--- src/rtl/h264_pkg.sv ---
// Shared definitions for the luma 4x4 block packer: pixel width default,
// block size, packer FSM states and a width helper for position counters.
package h264_pkg;

  localparam int PIX_W_DEF = 8;
  localparam int BLK_PIX   = 16;
  localparam int BLK_IDX_W = 4;

  typedef enum logic {
    FILL = 1'b0,
    HOLD = 1'b1
  } pack_state_e;

  // Counter width for a range of n values; a single-value range still gets one bit
  function automatic int pos_w(input int n);
    return (n > 1) ? $clog2(n) : 1;
  endfunction

endpackage

--- src/rtl/mb_pos_counter.sv ---
// Tracks where the current 4x4 block sits in the frame: block index inside
// the macroblock, then macroblock column and row. One step per block handshake.
module mb_pos_counter
  import h264_pkg::*;
#(
  parameter int FRAME_MB_W = 20,
  parameter int FRAME_MB_H = 15,
  localparam int XW = pos_w(FRAME_MB_W),
  localparam int YW = pos_w(FRAME_MB_H)
) (
  input  logic                 clk,
  input  logic                 rst,
  input  logic                 clear,
  input  logic                 step,
  output logic [BLK_IDX_W-1:0] blk_idx,
  output logic [XW-1:0]        mb_x,
  output logic [YW-1:0]        mb_y,
  output logic                 at_last
);

  localparam logic [BLK_IDX_W-1:0] IDX_LAST = BLK_IDX_W'(BLK_PIX - 1);
  localparam logic [XW-1:0]        X_LAST   = XW'(FRAME_MB_W - 1);
  localparam logic [YW-1:0]        Y_LAST   = YW'(FRAME_MB_H - 1);

  // Advance block index, carrying into column and then row; reset and frame restart both zero everything
  always_ff @(posedge clk) begin
    if (rst || clear) begin
      blk_idx <= '0;
      mb_x    <= '0;
      mb_y    <= '0;
    end else if (step) begin
      if (blk_idx == IDX_LAST) begin
        blk_idx <= '0;
        if (mb_x == X_LAST) begin
          mb_x <= '0;
          if (mb_y == Y_LAST) begin
            mb_y <= '0;
          end else begin
            mb_y <= mb_y + YW'(1);
          end
        end else begin
          mb_x <= mb_x + XW'(1);
        end
      end else begin
        blk_idx <= blk_idx + BLK_IDX_W'(1);
      end
    end
  end

  // Final block of the frame is the last index of the bottom-right macroblock
  always_comb begin
    at_last = (blk_idx == IDX_LAST) && (mb_x == X_LAST) && (mb_y == Y_LAST);
  end

endmodule

--- src/rtl/blk4x4_packer.sv ---
// Collects 16 block-scan luma pixels from the FIFO read side into one packed
// 4x4 block, holds it until the intra predictor takes it, and tags it with
// its position in the frame.
module blk4x4_packer
  import h264_pkg::*;
#(
  parameter int PIX_W      = PIX_W_DEF,
  parameter int FRAME_MB_W = 20,
  parameter int FRAME_MB_H = 15,
  localparam int XW = pos_w(FRAME_MB_W),
  localparam int YW = pos_w(FRAME_MB_H)
) (
  input  logic                     clk,
  input  logic                     rst,
  input  logic                     sync_i,
  input  logic [PIX_W-1:0]         pix_data_i,
  input  logic                     pix_valid_i,
  output logic                     pix_ready_o,
  output logic [BLK_PIX*PIX_W-1:0] blk_data_o,
  output logic                     blk_valid_o,
  input  logic                     blk_ready_i,
  output logic [BLK_IDX_W-1:0]     blk_idx_o,
  output logic [XW-1:0]            mb_x_o,
  output logic [YW-1:0]            mb_y_o,
  output logic                     last_blk_o
);

  localparam logic [3:0] CNT_LAST = 4'(BLK_PIX - 1);

  pack_state_e              state;
  logic [3:0]               pix_cnt;
  logic [BLK_PIX*PIX_W-1:0] blk_data;
  logic                     blk_step;
  logic                     at_last;

  // Fill/hold FSM with the pixel slot counter and the block assembly register
  always_ff @(posedge clk) begin
    if (rst) begin
      state    <= FILL;
      pix_cnt  <= '0;
      blk_data <= '0;
    end else if (sync_i) begin
      state   <= FILL;
      pix_cnt <= '0;
    end else if (state == FILL) begin
      if (pix_valid_i) begin
        blk_data[pix_cnt*PIX_W +: PIX_W] <= pix_data_i;
        pix_cnt <= pix_cnt + 4'd1;
        if (pix_cnt == CNT_LAST) begin
          state <= HOLD;
        end
      end
    end else begin
      if (blk_ready_i) begin
        state <= FILL;
      end
    end
  end

  // Handshake flags come from the state alone so the FIFO never sees a path from its own valid
  always_comb begin
    pix_ready_o = (state == FILL);
    blk_valid_o = (state == HOLD);
    blk_step    = (state == HOLD) && blk_ready_i;
    last_blk_o  = (state == HOLD) && at_last;
    blk_data_o  = blk_data;
  end

  mb_pos_counter #(
    .FRAME_MB_W (FRAME_MB_W),
    .FRAME_MB_H (FRAME_MB_H)
  ) u_pos (
    .clk     (clk),
    .rst     (rst),
    .clear   (sync_i),
    .step    (blk_step),
    .blk_idx (blk_idx_o),
    .mb_x    (mb_x_o),
    .mb_y    (mb_y_o),
    .at_last (at_last)
  );

endmodule
--- config.mk ---
export PLATFORM = sky130hd
export DESIGN_NAME = blk4x4_packer
export DESIGN_NICKNAME = d
export VERILOG_FILES = /design/src/rtl/h264_pkg.sv /design/src/rtl/mb_pos_counter.sv /design/src/rtl/blk4x4_packer.sv
export SDC_FILE = /design/constraint.sdc
export NUM_CORES = 1
export LEC_CHECK = 0
export CORE_MARGIN = 1.5
export CORE_UTILIZATION = 49
export DETAILED_ROUTE_END_ITERATION = 6
export PLACE_DENSITY = 0.87
export SLEW_MARGIN = 25
export SYNTH_ARGS = -nofsm -noshare
export SYNTH_HDL_FRONTEND = slang
export SYNTH_HIERARCHICAL = 1
export SYNTH_SLANG_ARGS = --single-unit
--- constraint.sdc ---
create_clock -name clk -period 2.8 [get_ports clk]
set_input_delay 0.56 -clock clk [delete_from_list [all_inputs] [get_ports clk]]
set_output_delay 0.56 -clock clk [all_outputs]
set_load 0.02 [all_outputs]
==> impl_metrics.env, run 1 <==
export IMPL_outcome="complete, no violations"
export IMPL_slew_headroom_pct=38.3
export IMPL_place_hpwl_um=11400
export IMPL_vias=5163
export IMPL_final_util_pct=69.8
export IMPL_yosys_warnings=6
export IMPL_clockBufferDepth=2
export IMPL_ys_seq_area_share_pct=48.0
export IMPL_p_per_area_nw_per_um2=549
export IMPL_synth_top_area_cell="dfxtp_1"
export IMPL_cts_buffers_inserted=17
export IMPL_clkLatencyLatePin_ps=420
export IMPL_drv_cap=0
export IMPL_synth_area_leaders="dfxtp_1 48%, mux2i_1 12%, nand2b_1 7.4%"
export IMPL_swShare_pct=20.8
export IMPL_syn_avg_cell_area_um2=9.73
export IMPL_hold_end="blk_data_o[21]$_SDFFE_PP0P_"
export IMPL_grt_overflow=0
export IMPL_p_int_mw=3.66
export IMPL_yosysTopAreaCellShare_pct=48.0
export IMPL_min_period_over_period_pct=87.4
export IMPL_dr_pass1_iters=5
export IMPL_die_area_um2=13100
export IMPL_grt_pass1_wl_um=25800
export IMPL_cp_required_ps=3080
export IMPL_cts_sinks=146
export IMPL_track_usage_pct=25.2
export IMPL_synth_seq_cells=146
export IMPL_hold_buffers=0
export IMPL_setup_ws_ps=352
export IMPL_hp_start="blk_data_o[21]$_SDFFE_PP0P_"
export IMPL_grt_max_degree=98
export IMPL_postRouteWirelength_um=16300
export IMPL_synthTopCellsByCount="146 x dfxtp_1, 73 x mux2i_1, 72 x nand2b_1, 62 x o21ai_0, 61 x nand2_1"
export IMPL_hold_class="register to register"
export IMPL_startpoint_type="register"
export IMPL_slew_violations=0
export IMPL_finalHoldViolations=0
export IMPL_synth_area_um2=6090
export IMPL_power_switching_mw=0.959
export IMPL_setup_viol=0
export IMPL_pwr_share_clk_pct=51.3
export IMPL_crit_buf_inv=0
export IMPL_ys_async_sr_fraction_pct=0
export IMPL_antenna_left=0
export IMPL_via_per_inst=5.38
export IMPL_p_comb_share_pct=3.5
export IMPL_place_ws_ps=343
export IMPL_final_setup_tns_ps=0
export IMPL_synth_main_ff_cell="dfxtp_1"
export IMPL_antenna_found_initial=0
export IMPL_ir_drop_mv=0.389
export IMPL_area_growth_syn_to_layout_pct=38.3
export IMPL_cts_tree="yes"
export IMPL_synth_cell_type_count=48
export IMPL_path_cells="nor3_1 -> ha_1 -> nor4b_4 -> nand3_1 -> nand3b_1 -> o21ai_1"
export IMPL_clkTransAtPathRegs_ps=60
export IMPL_rsz0062_at_grt="no"
export IMPL_synth_edff_count=0
export IMPL_power_frac_seq_pct=45.2
export IMPL_pin_count=157
export IMPL_crit_fanout=16
export IMPL_initial_core_util_pct=50.5
export IMPL_r2r_cells=6
export IMPL_n_antenna_cell=0
export IMPL_finClkSkew_ps=12.9
export IMPL_reg2reg_to="blk_data_o[5]$_SDFFE_PP0P_"
export IMPL_fin_crit_ps=2450
export IMPL_drc=0
export IMPL_slowest_delay_ps=580
export IMPL_r2r_slack_ps=350
export IMPL_p_total_mw=4.62
export IMPL_critPathTopFamily="simple AND/OR/NAND/NOR gates"
export IMPL_die_x_um=115
export IMPL_crit_slowest_cell="dfxtp_1"
export IMPL_synth_nets=646
export IMPL_clockRootBuffer="clkbuf_16"
export IMPL_finalNetCount=799
export IMPL_post_drt_wl_per_cell_um=17.0
export IMPL_worst_pin_slew_ps=922
export IMPL_globalplace_congestion=0.811
export IMPL_rows=40
export IMPL_leakage_nw=2.95
export IMPL_drive_gt1_share_pct=7.83
export IMPL_crit_path_end_kind="register"
export IMPL_max_freq_mhz=408
export IMPL_crit_arrival_ps=2730
export IMPL_r2r_start="pix_cnt[2]$_SDFFE_PP0P_"
export IMPL_min_path_cells=2
export IMPL_synthCells=626
export IMPL_grt_pass1_vias=5147
export IMPL_cts_htree_levels=4
export IMPL_io_buffers=156
export IMPL_die_h_um=115
export IMPL_criticalPathCategory="register to register"
export IMPL_dr_first_iter_drc_count=444
export IMPL_core_um2=12100
export IMPL_synth_most_common_cell="dfxtp_1"
-- worst register-to-register path, delay by kind of cell, from the launching register on --
family                   cells  cell delay, ps
flip-flops                   1             580
AND/OR/NAND/NOR              4            1240
adder cells (fa/ha/maj)      1             390
AO/OA/AOI/OAI                1             100
-- through the flow --
stage | cell area (µm²) | hold slack, ps | instances
floorplan | 6090 | 546 | 626
global placement | 7770 | 462 | 925
detailed placement | 7770 | 465 | 925
CTS | 8410 | 478 | 958
global route | 8420 | 502 | 960
finish | 8420 | 474 | 960
-- state kept, by name, summed over array words and instances, names as in the netlist --
name           count
u_pos/mb_x         5
u_pos/blk_idx      4
blk_data_o       128
blk_valid_o        1
pix_cnt            4
u_pos/mb_y         4
-- routing by layer --
metal,up-vias,global-route usage (%),wire length (µm)
met3,28,6.30,944
met2,169,43.0,8180
met5,-,0,0
met1,2490,30.1,6830
met4,0,11.3,329
li1,2476,-,-
-- cell families (layout without fill, tap and decap cells) --
| kind of cell | after synthesis | count (layout) | share of synthesized area [%] |
|---|---|---|---|
| AO/OA/AOI/OAI | 102 | 102 | 9.18 |
| XOR/XNOR | 6 | 6 | 0.986 |
| adder cells (fa/ha/maj) | 7 | 7 | 1.44 |
| buffers and inverters | 38 | 204 | 2.71 |
| flip-flops | 146 | 146 | 48.0 |
| multiplexers | 73 | 73 | 12.0 |
| AND/OR/NAND/NOR | 254 | 254 | 25.7 |
-- layout make-up --
cell class                      count  area [µm²]
Fill cell                         903        3640
Multi-Input combinational cell    442        3000
Sequential cell                   146        2920
Timing Repair Buffer              166        1640
Clock buffer                       19         443
Tap cell                          168         210
Clock inverter                     13         185
Inverter                            6        22.5
-- layout by cell type (no fill, tap or decap), types with 5 or more instances in the layout --
master           count
nor2_1               6
dfxtp_1            146
nor2b_1             19
clkdlybuf4s50_1    154
o21ai_1             13
mux2i_1             73
inv_1                6
clkbuf_16           17
ha_1                 7
nand2b_1            72
nand3b_1            40
buf_4                9
o21ai_0             62
nor3_1              14
o211ai_1             5
a21oi_1             11
nand2_1             61
-- power by group through the flow --
stage | clock network, mW | logic [mW] | registers (mW)
floorplan | 0 | 0.0912 | 2.14
global placement | 0 | 0.155 | 2.13
detailed placement | 0 | 0.159 | 2.13
CTS | 2.40 | 0.160 | 2.09
global route | 2.49 | 0.172 | 2.09
finish | 2.37 | 0.161 | 2.09
-- worst max path at each step --
stage                               start                     endpoint  cells after the start
3_5_place_dp                  blk_ready_i   u_pos/mb_x[2]$_SDFFE_PP0P_                      5
6_report          pix_cnt[2]$_SDFFE_PP0P_   blk_data_o[5]$_SDFFE_PP0P_                      6
3_3_place_gp                  blk_ready_i   u_pos/mb_x[2]$_SDFFE_PP0P_                      5
4_1_cts        u_pos/mb_x[0]$_SDFFE_PP0P_                   last_blk_o                      5
5_1_grt           pix_cnt[2]$_SDFFE_PP0P_   blk_data_o[2]$_SDFFE_PP0P_                      6
2_1_floorplan     pix_cnt[0]$_SDFFE_PP0P_  blk_data_o[32]$_SDFFE_PP0P_                      9
-- what timing repair did --
action / 4_1_cts / 5_1_grt
endpoints found under the setup margin: 1 / 1
buffers inserted: 1 / 0
resized for setup: 0 / 1
Note: power is estimated with default switching activity, not from simulation.
==> run 2, diff against run 1 <==
--- a/config.mk
+++ b/config.mk
@@ -6,4 +6,5 @@
 export NUM_CORES = 1
 export LEC_CHECK = 0
+export CAP_MARGIN = 20
 export CORE_MARGIN = 1.5
 export CORE_UTILIZATION = 49
==> constraint.sdc (replaced) <==
create_clock -name clk -period 2.8 [get_ports clk]
set_input_delay 0.56 -clock clk [delete_from_list [all_inputs] [get_ports clk]]
set_output_delay 0.56 -clock clk [all_outputs]
set_load 0.005 [all_outputs]
==> run 2 against run 1 <==
  * Hold slack about the same
  * Largest cell class unchanged
  * First-iteration DRC count increased by 0.90%
  * Global-route usage about the same
  * Sequential share of layout area about the same
  * Design area increased by 0.10%
  * Flip-flop and latch count unchanged
  * Largest power group unchanged
  * Clock skew about the same
==> impl_metrics.env, run 2 (same netlist as run 1, synthesis figures left out) <==
export IMPL_outcome="complete, no violations"
export IMPL_postCtsSetupRepairBufs=0
export IMPL_drive_gt1_share_pct=7.96
export IMPL_pin_count=157
export IMPL_largest_register_ffs=128
export IMPL_finalHoldViolations=0
export IMPL_r2r_start="pix_cnt[2]$_SDFFE_PP0P_"
export IMPL_grt_pass1_wl_um=25700
export IMPL_place_hpwl_um=11400
export IMPL_cts_htree_levels=4
export IMPL_dr_pass1_iters=6
export IMPL_p_per_area_nw_per_um2=547
export IMPL_clockRootBuffer="clkbuf_16"
export IMPL_crit_slowest_cell="clkdlybuf4s50_1"
export IMPL_min_period_over_period_pct=93.6
export IMPL_antenna_left=0
export IMPL_core_um2=12100
export IMPL_ir_drop_mv=0.389
export IMPL_rows=40
export IMPL_rsz0062_at_grt="no"
export IMPL_post_cts_resized=0
export IMPL_r2r_slack_ps=310
export IMPL_setup_viol=0
export IMPL_startpoint_type="register"
export IMPL_criticalPathCategory="register to primary output"
export IMPL_drc=0
export IMPL_finalNetCount=798
export IMPL_slowest_delay_ps=490
export IMPL_io_buffers=156
export IMPL_final_cell_mix="155 x clkdlybuf4s50_1, 146 x dfxtp_1, 73 x mux2i_1"
export IMPL_clkTransAtPathRegs_ps=60
export IMPL_path_cells="ha_2 -> nand4bb_4 -> nor3_1 -> and2_1 -> clkdlybuf4s50_1"
export IMPL_cts_buffers_inserted=17
export IMPL_fillers=903
export IMPL_fin_crit_ps=2620
export IMPL_globalplace_congestion=0.811
export IMPL_design_area_um2=8430
export IMPL_postRouteWirelength_um=16300
export IMPL_final_common_cell="clkdlybuf4s50_1"
export IMPL_slew_headroom_pct=38.1
export IMPL_grt_overflow=0
export IMPL_die_h_um=115
export IMPL_crit_fanout=5
export IMPL_worst_pin_slew_ps=924
export IMPL_hold_class="register to register"
export IMPL_final_setup_tns_ps=0
export IMPL_p_total_mw=4.61
export IMPL_dr_first_iter_drc_count=448
export IMPL_clockBufferDepth=2
export IMPL_vias=5160
export IMPL_antenna_found_initial=0
export IMPL_cts_sinks=146
export IMPL_final_util_pct=69.9
export IMPL_die_area_um2=13100
export IMPL_reg2reg_to="blk_data_o[5]$_SDFFE_PP0P_"
export IMPL_crit_arrival_ps=2060
export IMPL_slew_violations=0
export IMPL_crit_start="u_pos/mb_x[0]$_SDFFE_PP0P_"
export IMPL_grt_max_degree=98
export IMPL_via_per_inst=5.38
export IMPL_grt_pass1_vias=5138
export IMPL_endpoint="last_blk_o"
export IMPL_initial_core_util_pct=50.5
export IMPL_drv_cap=0
export IMPL_cp_required_ps=2240
export IMPL_hold_buffers=0
export IMPL_die_x_um=115
export IMPL_track_usage_pct=25.2
export IMPL_post_drt_wl_per_cell_um=17.0
export IMPL_area_growth_syn_to_layout_pct=38.4
export IMPL_dpl_cell_area_um2=7770
export IMPL_n_antenna_cell=0
export IMPL_leakage_nw=2.92
export IMPL_crit_path_end_kind="primary output"
export IMPL_cts_tree="yes"
export IMPL_r2r_cells=6
export IMPL_max_freq_mhz=381
export IMPL_clkLatencyLatePin_ps=420
export IMPL_finClkSkew_ps=12.7
-- run 2: cell types whose count changed in the layout (fill, tap and decap cells not counted), sizes merged --
cell / delta
buf: -1
clkdlybuf4s50: +1
dlymetal6s2s: -1
-- run 2: area by class of cell --
cell class | count | area, µm² | area share, %
Clock inverter | 13 | 185 | 2.20
Tap cell | 168 | 210 | 2.49
Inverter | 6 | 22.5 | 0.267
Multi-Input combinational cell | 442 | 3020 | 35.8
Clock buffer | 19 | 443 | 5.25
Timing Repair Buffer | 165 | 1630 | 19.3
Sequential cell | 146 | 2920 | 34.7
-- run 2: where the power goes --
| part | internal, mW | leakage (nW) | switching [mW] |
|---|---|---|---|
| registers | 2.08 | 1.18 | 0.00523 |
| logic | 0.0676 | 1.44 | 0.0889 |
| clock network | 1.51 | 0.303 | 0.854 |
-- run 2: worst min path at each step --
| stage | start | endpoint | slack, ps | cells past startpoint |
|---|---|---|---|---|
| after floorplan | blk_data_o[100]$_SDFFE_PP0P_ | blk_data_o[100]$_SDFFE_PP0P_ | 460 | 2 |
| after global placement | blk_data_o[5]$_SDFFE_PP0P_ | blk_data_o[5]$_SDFFE_PP0P_ | 460 | 2 |
| after detailed placement | blk_data_o[36]$_SDFFE_PP0P_ | blk_data_o[36]$_SDFFE_PP0P_ | 470 | 2 |
| after CTS | blk_data_o[21]$_SDFFE_PP0P_ | blk_data_o[21]$_SDFFE_PP0P_ | 480 | 2 |
| after global routing | blk_data_o[36]$_SDFFE_PP0P_ | blk_data_o[36]$_SDFFE_PP0P_ | 500 | 2 |
| final | blk_data_o[21]$_SDFFE_PP0P_ | blk_data_o[21]$_SDFFE_PP0P_ | 470 | 2 |
-- run 2: critical path, delay by kind of cell (launching register included) --
family | cells | cell delay, ps
AND/OR/NAND/NOR | 3 | 490
buffers and inverters | 1 | 490
flip-flops | 1 | 400
adder cells (fa/ha/maj) | 1 | 260
-- run 2: per-layer routing --
metal	GRT usage (%)	share of wire, %	vias up
li1	-	-	2476
met1	30.1	42	2483
met2	42.9	50	171
met3	6.30	5.7	30
met4	11.3	2.2	0
met5	0	0	-
-- run 2: per-stage QoR --
stage                     hold WS (ps)  instances  setup slack (ps)
final                              474        959               179
after global routing               502        959              6.35
after CTS                          478        957              91.1
after detailed placement           465        925               343
after global placement             462        925               431
after floorplan                    465        626               690
==> run 3, diff against run 2 <==
ABC_CLOCK_PERIOD_IN_PS = 2800   (was not set)
==> results of run 3 <==
Final layout, timing and power as in run 2 (identical DEF).
